--- src/rtl/sri_deserializer.sv ---
// STI serial-to-parallel receiver: rebuilds 8/16/24/32-bit words into a 2-entry ready/valid buffer.
// Word visible on po_valid the cycle after its last bit; a word completing into a full buffer is dropped (sticky overflow).

module sri_fifo #(
  parameter int DEPTH = 2,
  parameter int W     = 32
) (
  input  logic         clk,
  input  logic         rst,
  input  logic         push_vld_i,
  input  logic [W-1:0] push_dat_i,
  output logic         push_rdy_o,
  output logic         pop_vld_o,
  output logic [W-1:0] pop_dat_o,
  input  logic         pop_rdy_i
);
  localparam int PW = (DEPTH > 1) ? $clog2(DEPTH) : 1;
  localparam int CW = $clog2(DEPTH + 1);

  logic [W-1:0]  mem_q [DEPTH];
  logic [PW-1:0] rd_q;
  logic [PW-1:0] wr_q;
  logic [CW-1:0] cnt_q;
  logic          push_fire;
  logic          pop_fire;

  function automatic logic [PW-1:0] ptr_inc(input logic [PW-1:0] p);
    return (p == PW'(DEPTH - 1)) ? '0 : p + PW'(1);
  endfunction

  assign pop_vld_o  = (cnt_q != '0);
  assign pop_fire   = pop_vld_o & pop_rdy_i;
  // A full buffer still accepts a word when the head leaves in the same cycle.
  assign push_rdy_o = (cnt_q != CW'(DEPTH)) | pop_fire;
  assign push_fire  = push_vld_i & push_rdy_o;
  assign pop_dat_o  = mem_q[rd_q];

  always_ff @(posedge clk or posedge rst) begin
    if (rst) begin
      for (int i = 0; i < DEPTH; i++) mem_q[i] <= '0;
      rd_q  <= '0;
      wr_q  <= '0;
      cnt_q <= '0;
    end else begin
      if (push_fire) begin
        mem_q[wr_q] <= push_dat_i;
        wr_q        <= ptr_inc(wr_q);
      end
      if (pop_fire) rd_q <= ptr_inc(rd_q);
      case ({push_fire, pop_fire})
        2'b10:   cnt_q <= cnt_q + CW'(1);
        2'b01:   cnt_q <= cnt_q - CW'(1);
        default: cnt_q <= cnt_q;
      endcase
    end
  end
endmodule

module sri_deserializer #(
  parameter int DEPTH = 2
) (
  input  logic        clk,
  input  logic        rst,
  input  logic [1:0]  cfg_length,
  input  logic        cfg_msb,
  input  logic        si_valid,
  input  logic        si_data,
  input  logic        si_end,
  input  logic        po_ready,
  output logic        po_valid,
  output logic [31:0] po_data,
  output logic        overflow,
  output logic        busy,
  output logic        done
);
  typedef enum logic [1:0] {
    IDLE  = 2'd0,
    RECV  = 2'd1,
    ENDED = 2'd2
  } state_t;

  state_t      state_q;
  logic [4:0]  cnt_q;
  logic [1:0]  len_q;
  logic        msb_q;
  logic        end_seen_q;
  logic [31:0] sr_q;
  logic [31:0] sr_d;
  logic        overflow_q;

  logic [1:0]  cur_len;
  logic        cur_msb;
  logic [4:0]  last_idx;
  logic [31:0] sr_base;
  logic        take;
  logic        word_done;
  logic        push_rdy;

  // The first bit of a word uses the live config pins; later bits use the latched copy.
  assign cur_len  = (state_q == IDLE) ? cfg_length : len_q;
  assign cur_msb  = (state_q == IDLE) ? cfg_msb    : msb_q;
  assign last_idx = {cur_len, 3'b111};
  assign sr_base  = (state_q == IDLE) ? 32'd0 : sr_q;

  assign take = si_valid & (((state_q == IDLE) & ~si_end) | (state_q == RECV));
  assign word_done = take & (state_q == RECV) & (cnt_q == last_idx);

  always_comb begin
    sr_d = sr_base;
    if (cur_msb) begin
      sr_d = {sr_base[30:0], si_data};
    end else begin
      sr_d[cnt_q] = si_data;
    end
  end

  always_ff @(posedge clk or posedge rst) begin
    if (rst) begin
      state_q    <= IDLE;
      cnt_q      <= '0;
      len_q      <= '0;
      msb_q      <= 1'b0;
      end_seen_q <= 1'b0;
      sr_q       <= '0;
    end else begin
      case (state_q)
        IDLE: begin
          if (si_end) begin
            state_q <= ENDED;
          end else if (si_valid) begin
            len_q   <= cfg_length;
            msb_q   <= cfg_msb;
            sr_q    <= sr_d;
            cnt_q   <= 5'd1;
            state_q <= RECV;
          end
        end
        RECV: begin
          if (si_end) end_seen_q <= 1'b1;
          if (si_valid) begin
            sr_q <= sr_d;
            if (word_done) begin
              cnt_q   <= '0;
              state_q <= (end_seen_q | si_end) ? ENDED : IDLE;
            end else begin
              cnt_q <= cnt_q + 5'd1;
            end
          end
        end
        ENDED: state_q <= ENDED;
        default: state_q <= IDLE;
      endcase
    end
  end

  always_ff @(posedge clk or posedge rst) begin
    if (rst) begin
      overflow_q <= 1'b0;
    end else if (word_done & ~push_rdy) begin
      overflow_q <= 1'b1;
    end
  end

  sri_fifo #(
    .DEPTH(DEPTH),
    .W    (32)
  ) u_buf (
    .clk       (clk),
    .rst       (rst),
    .push_vld_i(word_done),
    .push_dat_i(sr_d),
    .push_rdy_o(push_rdy),
    .pop_vld_o (po_valid),
    .pop_dat_o (po_data),
    .pop_rdy_i (po_ready)
  );

  assign overflow = overflow_q;
  assign busy     = (state_q == RECV);
  // No word can be pushed once ENDED is reached, so an empty buffer there stays empty.
  assign done     = (state_q == ENDED) & ~po_valid;
endmodule

--- config.mk ---
export PLATFORM = sky130hd
export DESIGN_NAME = sri_deserializer
export DESIGN_NICKNAME = d
export VERILOG_FILES = /design/src/rtl/sri_deserializer.sv
export SDC_FILE = /design/constraint.sdc
export NUM_CORES = 1
export LEC_CHECK = 0
export CAP_MARGIN = 25
export CORE_UTILIZATION = 35
export CTS_CLUSTER_SIZE = 12
export DETAILED_ROUTE_END_ITERATION = 12
export MAX_ROUTING_LAYER = met4
export PLACE_DENSITY = 0.53
export SLEW_MARGIN = 20
export SYNTH_ARGS = -nofsm -noshare
export SYNTH_HDL_FRONTEND = slang
export SYNTH_SLANG_ARGS = --single-unit
--- constraint.sdc ---
create_clock -name clk -period 10.3 [get_ports clk]
set_input_delay 2.06 -clock clk [delete_from_list [all_inputs] [get_ports clk]]
set_output_delay 2.06 -clock clk [all_outputs]
set_load 0.05 [all_outputs]
Word level (Yosys, flattened, before mapping)
Cells that the tools add are included.
W data, S select, Z words.
{"block": "totals", "ff_bits": 112}
{"block": "op_classes", "add_sub_neg": 5, "magnitude_cmp": 5, "n_eq_ne": 11, "muxes": 30, "bitwise": 16, "reduce_logical": 11}
{"op": "$mux W32", "n": 8}
{"op": "$bwmux W64", "n": 1}
{"op": "$pmux W32 S2", "n": 1}
{"op": "$bwmux W32", "n": 1}
{"op": "$demux W32 S1", "n": 1}
{"op": "$mux W5", "n": 4}
{"op": "$mux W2", "n": 6}
{"op": "$pmux W5 S2", "n": 1}
{"op": "$and A1 B1 Y1", "n": 8}
{"op": "$ne A2 B2 Y1 const B", "n": 4}
{"op": "$lt A5 B6 Y1 const B", "n": 1}
{"op": "$pmux W2 S3", "n": 1}
{"op": "$reduce_and A3 Y1", "n": 2}
{"op": "$reduce_bool A2 Y1", "n": 3}
{"op": "$add A5 B1 Y5 const B", "n": 1}
{"op": "$demux W1 S5", "n": 1}
{"op": "$eq A5 B5 Y1", "n": 1}
{"op": "$ge A5 B1 Y1 const B", "n": 1}
{"op": "$eq A2 B1 Y1 const B", "n": 2}
{"op": "$eq A2 B2 Y1 const B", "n": 2}
{"op": "$ge A2 B2 Y1 const B", "n": 2}
{"op": "$mux W1", "n": 4}
{"op": "$not A1 Y2", "n": 2}
{"op": "$pmux W2 S2", "n": 1}
{"op": "12 further kinds", "n": 19}

Logic depth before layout (Yosys ltp)
{"block": "logic_depth", "ltp_word": 9, "ltp_mapped": 10}

Modules after synthesis
A second synthesis with hierarchy kept.
{"block": "unflattened", "hier_cells": 508, "area_unflattened_um2": 6483.7}
{"mod": "sri_fifo", "instances": 1, "cells_per_inst": 190, "area_per_inst_um2": 3276.9, "seq_area_each_um2": 1701.6}
{"mod": "sri_deserializer", "instances": 1, "cells_per_inst": 318, "area_per_inst_um2": 3206.8, "seq_area_each_um2": 1101.1}

Worst setup path after synthesis
No wires, ideal clock.
{"block": "synth_timing", "kind": "flip-flop to output port", "startpoint": "register u_buf.cnt_q[0]", "endpoint": "output port done", "t_arrival_ps": 2024, "setup_slack_ps": 6216, "path_stages_with_launch": 3, "path_cell_list": "dfrtp_1 or2_2 nor3b_1"}
{"block": "synth_via", "elab_chain_cells": 3}
{"element": "start: declaration", "line_no": "23", "rtl": "logic [CW-1:0] cnt_q;"}
{"element": "start signal: assignment", "line_no": "51", "rtl": "2'b10: cnt_q <= cnt_q + CW'(1);"}
{"element": "start signal: assignment", "line_no": "52", "rtl": "2'b01: cnt_q <= cnt_q - CW'(1);"}
{"element": "start signal: assignment", "line_no": "53", "rtl": "default: cnt_q <= cnt_q;"}
{"element": "$reduce_bool A2 Y1", "line_no": "31", "rtl": "assign pop_vld_o = (cnt_q != '0);"}
{"element": "named net po_valid", "line_no": "70", "rtl": "output logic po_valid,"}
{"element": "$not A1 Y1", "line_no": "181", "rtl": "assign done = (state_q == ENDED) & ~po_valid;"}
{"element": "$and A1 B1 Y1", "line_no": "181"}
{"element": "end: declaration", "line_no": "74", "rtl": "output logic done"}
The timed path passes the listed nets, and every way through them passes these cells.

Worst setup path after layout
{"block": "layout_timing", "startpoint": "register state_q[0]", "endpoint": "output port busy"}
{"block": "layout_via", "elab_chain_cells": 1}
{"element": "start: declaration", "line_no": "82", "rtl": "state_t state_q;"}
{"element": "start signal: assignment", "line_no": "144", "rtl": "state_q <= (end_seen_q | si_end) ? ENDED : IDLE;"}
{"element": "$eq A2 B1 Y1", "line_no": "179", "rtl": "assign busy = (state_q == RECV);"}
{"element": "end: declaration", "line_no": "73", "rtl": "output logic busy,"}
No other way between the ends.

==> flow_summary.yaml <==
cts:
  clock_latency_ns: 0.35
  post-cts-setup-buffers: 0
  cts_tree: "built"
  hold_buffers: 0
  clk_pin_slew_worst_paths_ns: 0.07
  h-tree-depth: 3
  cts_resized: 0
  clk_path_buf_depth: 2
  cts_made_buffers: 9
  cts.sinks: 112
  root_buffer: "clkbuf_16"
power:
  powerDensity_nw_per_um2: 168
  p_leak_nw: 2.69
  ir_drop_v: 0.000142
  finalPower_mw: 1.10
drt:
  ant_nets: 0
  wire_per_inst_um: 15.5
  drt_iter0_markers: 253
  drt-vias-per-instance: 5.21
  drc_errors: 0
  dr.pass1.iters: 6
  vias: 4318
  drt_wl_total_mm: 12.8
place:
  port_buffers: 44
  place_inst: 812
  dp_hpwl_mm: 8.40
  placed_area_um2: 6230
  place_ws_ns: 5.82
  routabilityCongestion: 0.771
synthesis:
  yosys_warnings: 0
  synthTopCellsByCount: "dfrtp_1 (112), nand2_1 (78), o21ai_0 (76), a21oi_1 (51), clkbuf_1 (45)"
  syn_area_um2: 5730
  synthArstFlopShare_pct: 100
  synth_top_flop_cell: "dfrtp_1"
  synth_most_common_cell: "dfrtp_1"
  yosysTopAreaCell: "dfrtp_1"
  synth_edf_count: 0
  synth.top_cell.area_share_pct: 48.9
  ys_seq_area_share_pct: 48.9
  ys_types: 45
  synth-seq-cells: 112
  syn_avg_cell_area_um2: 9.55
  synth.area.top_cells: "dfrtp_1 (49%), mux2_2 (7.1%), o21ai_0 (6.6%)"
  syn_inst: 600
  synth_nets: 614
sta:
  worst_slack_ns: 5.52
  fmax_ghz: 0.209
  hold_viol: 0
  slew_headroom_pct: 44.1
  maxSlewViolCount: 0
  final.setup.tns_ns: 0
  tightestPinTransition_ns: 0.837
  finalCritPeriodShare_pct: 46.4
  setup-violations-final: 0
  finalCriticalPeriod_ns: 4.78
  fin_worst_skew_ns: 0.00677
  rsz0062_at_grt: "false"
floorplan:
  ios: 45
  initial_core_util_pct: 36.0
  die_area_um2: 16900
  die_h_um: 130
  num_rows: 46
  dieWidth_um: 130
  core_area_um2: 15900
cells_and_area:
  multi_input_area_um2: 2650
  insertedDiodeCount: 0
  fillers: 1567
  drive_above_1_share_pct: 15.0
  fin_cells: 829
  regArea_um2: 2800
  synthToLayoutAreaGrowth_pct: 14.4
  finalNetCount: 623
  final_area_um2: 6560
grt:
  grt_max_degree: 71
  grt_util_met3_pct: 2.58
  grt_use_met1_pct: 23.3
  globalRouteMet2Util_pct: 26.3
  grt_pass1_vias: 4229
  grt_busiest_layer: "met2"
  grt_overflow: 0
  grt_first_pass_wirelength_mm: 21.9
  antenna_found_initial: 0
  grt_usage_pct: 17.3
worst_setup_path:
  crit_buf_inv: 2
  critPathMaxFanout: 23
  crit_path_end_kind: "output port"
  critPathRequiredTime_ns: 8.24
  cp_top_family: "buffers and inverters"
  path_cells: "inv_1 > nor2_1 > clkdlybuf4s50_1"
  crit_type: "register to output port"
  critPathMaxStageDelay_ns: 0.91
  slowest_stage: "clkdlybuf4s50_1"
  crit_arrival_ns: 2.72
  critPathLaunchType: "register"
outcome:
  status: "finished clean"
flow_run:
  max_cap_violations: 0
hold_path:
  hold_class: "register to register"
-- per-layer routing --
layer  wire length (um)  vias up
li1                   -     2156
met1               6420     2089
met2               5830       60
met3                372       13
met4                222        0
met5                  0        -
-- registers in the layout, indices dropped and copies added, names as in the netlist --
signal / flops
state_q: 2
u_buf.cnt_q: 2
overflow: 1
u_buf.rd_q: 1
cnt_q: 5
u_buf.mem_q: 64
sr_q: 32
end_seen_q: 1
u_buf.wr_q: 1
msb_q: 1
len_q: 2
-- layout by cell type (no fill, tap or decap), types with 6 or more instances in the layout --
master | Yosys | final
dfrtp_1 | 112 | 112
a21oi_2 | 28 | 28
clkbuf_16 | 0 | 9
nand2_1 | 78 | 78
clkdlybuf4s50_1 | 0 | 44
o211ai_1 | 12 | 12
mux2_2 | 36 | 36
buf_4 | 0 | 6
o21ai_0 | 76 | 76
a31oi_1 | 16 | 16
nand4_1 | 18 | 18
nor2_1 | 36 | 36
a2bb2oi_1 | 15 | 15
nor2b_1 | 6 | 6
a21oi_1 | 51 | 51
-- final timing paths --
check                      cells after the start  slack [ns]                     endpoint                   start
min                                            1        0.46       end_seen_q$_DFFE_PP0P_  end_seen_q$_DFFE_PP0P_
max in group asynchronous                      4        7.12  u_buf.mem_q[14]$_DFFE_PP0P_                     rst
min reg2reg                                    1        0.46       end_seen_q$_DFFE_PP0P_  end_seen_q$_DFFE_PP0P_
max                                            3        5.52                         busy  state_q[0]$_DFFE_PP0P_
min in group asynchronous                      2        2.10  u_buf.mem_q[61]$_DFFE_PP0P_                     rst
max reg2reg                                    5        7.42          sr_q[0]$_DFFE_PP0P_  state_q[0]$_DFFE_PP0P_
-- cell families after synthesis --
logic type	synth area share, %
flops	48.9
buf+inv	4.87
mux	7.25
simple gates	13.0
fa+ha+maj	1.09
xor+xnor	0.917
compound gates	24.0
-- metrics by stage --
step                hold slack (ns)  utilization, %
floorplan                     0.429               -
global placement              0.444            39.1
detailed placement            0.445            39.1
CTS                           0.461            40.9
global route                  0.491            41.1
finish                        0.458            41.1
-- cell type report --
class | count | share of cell area [%]
Sequential cell | 112 | 42.7
Timing Repair Buffer | 52 | 7.94
Clock inverter | 3 | 0.649
Clock buffer | 12 | 3.76
Inverter | 6 | 0.382
Multi-Input combinational cell | 428 | 40.4
Tap cell | 216 | 4.12
-- report_power, final --
part / internal, mW / total (mW) / leakage [nW] / switching, mW
sequential: 0.471 / 0.500 / 1.53 / 0.0292
clock: 0.194 / 0.348 / 0.139 / 0.154
combinational: 0.0954 / 0.256 / 1.03 / 0.161
total: 0.760 / 1.10 / 2.69 / 0.344
No activity file was read; power rests on OpenSTA's default activity.
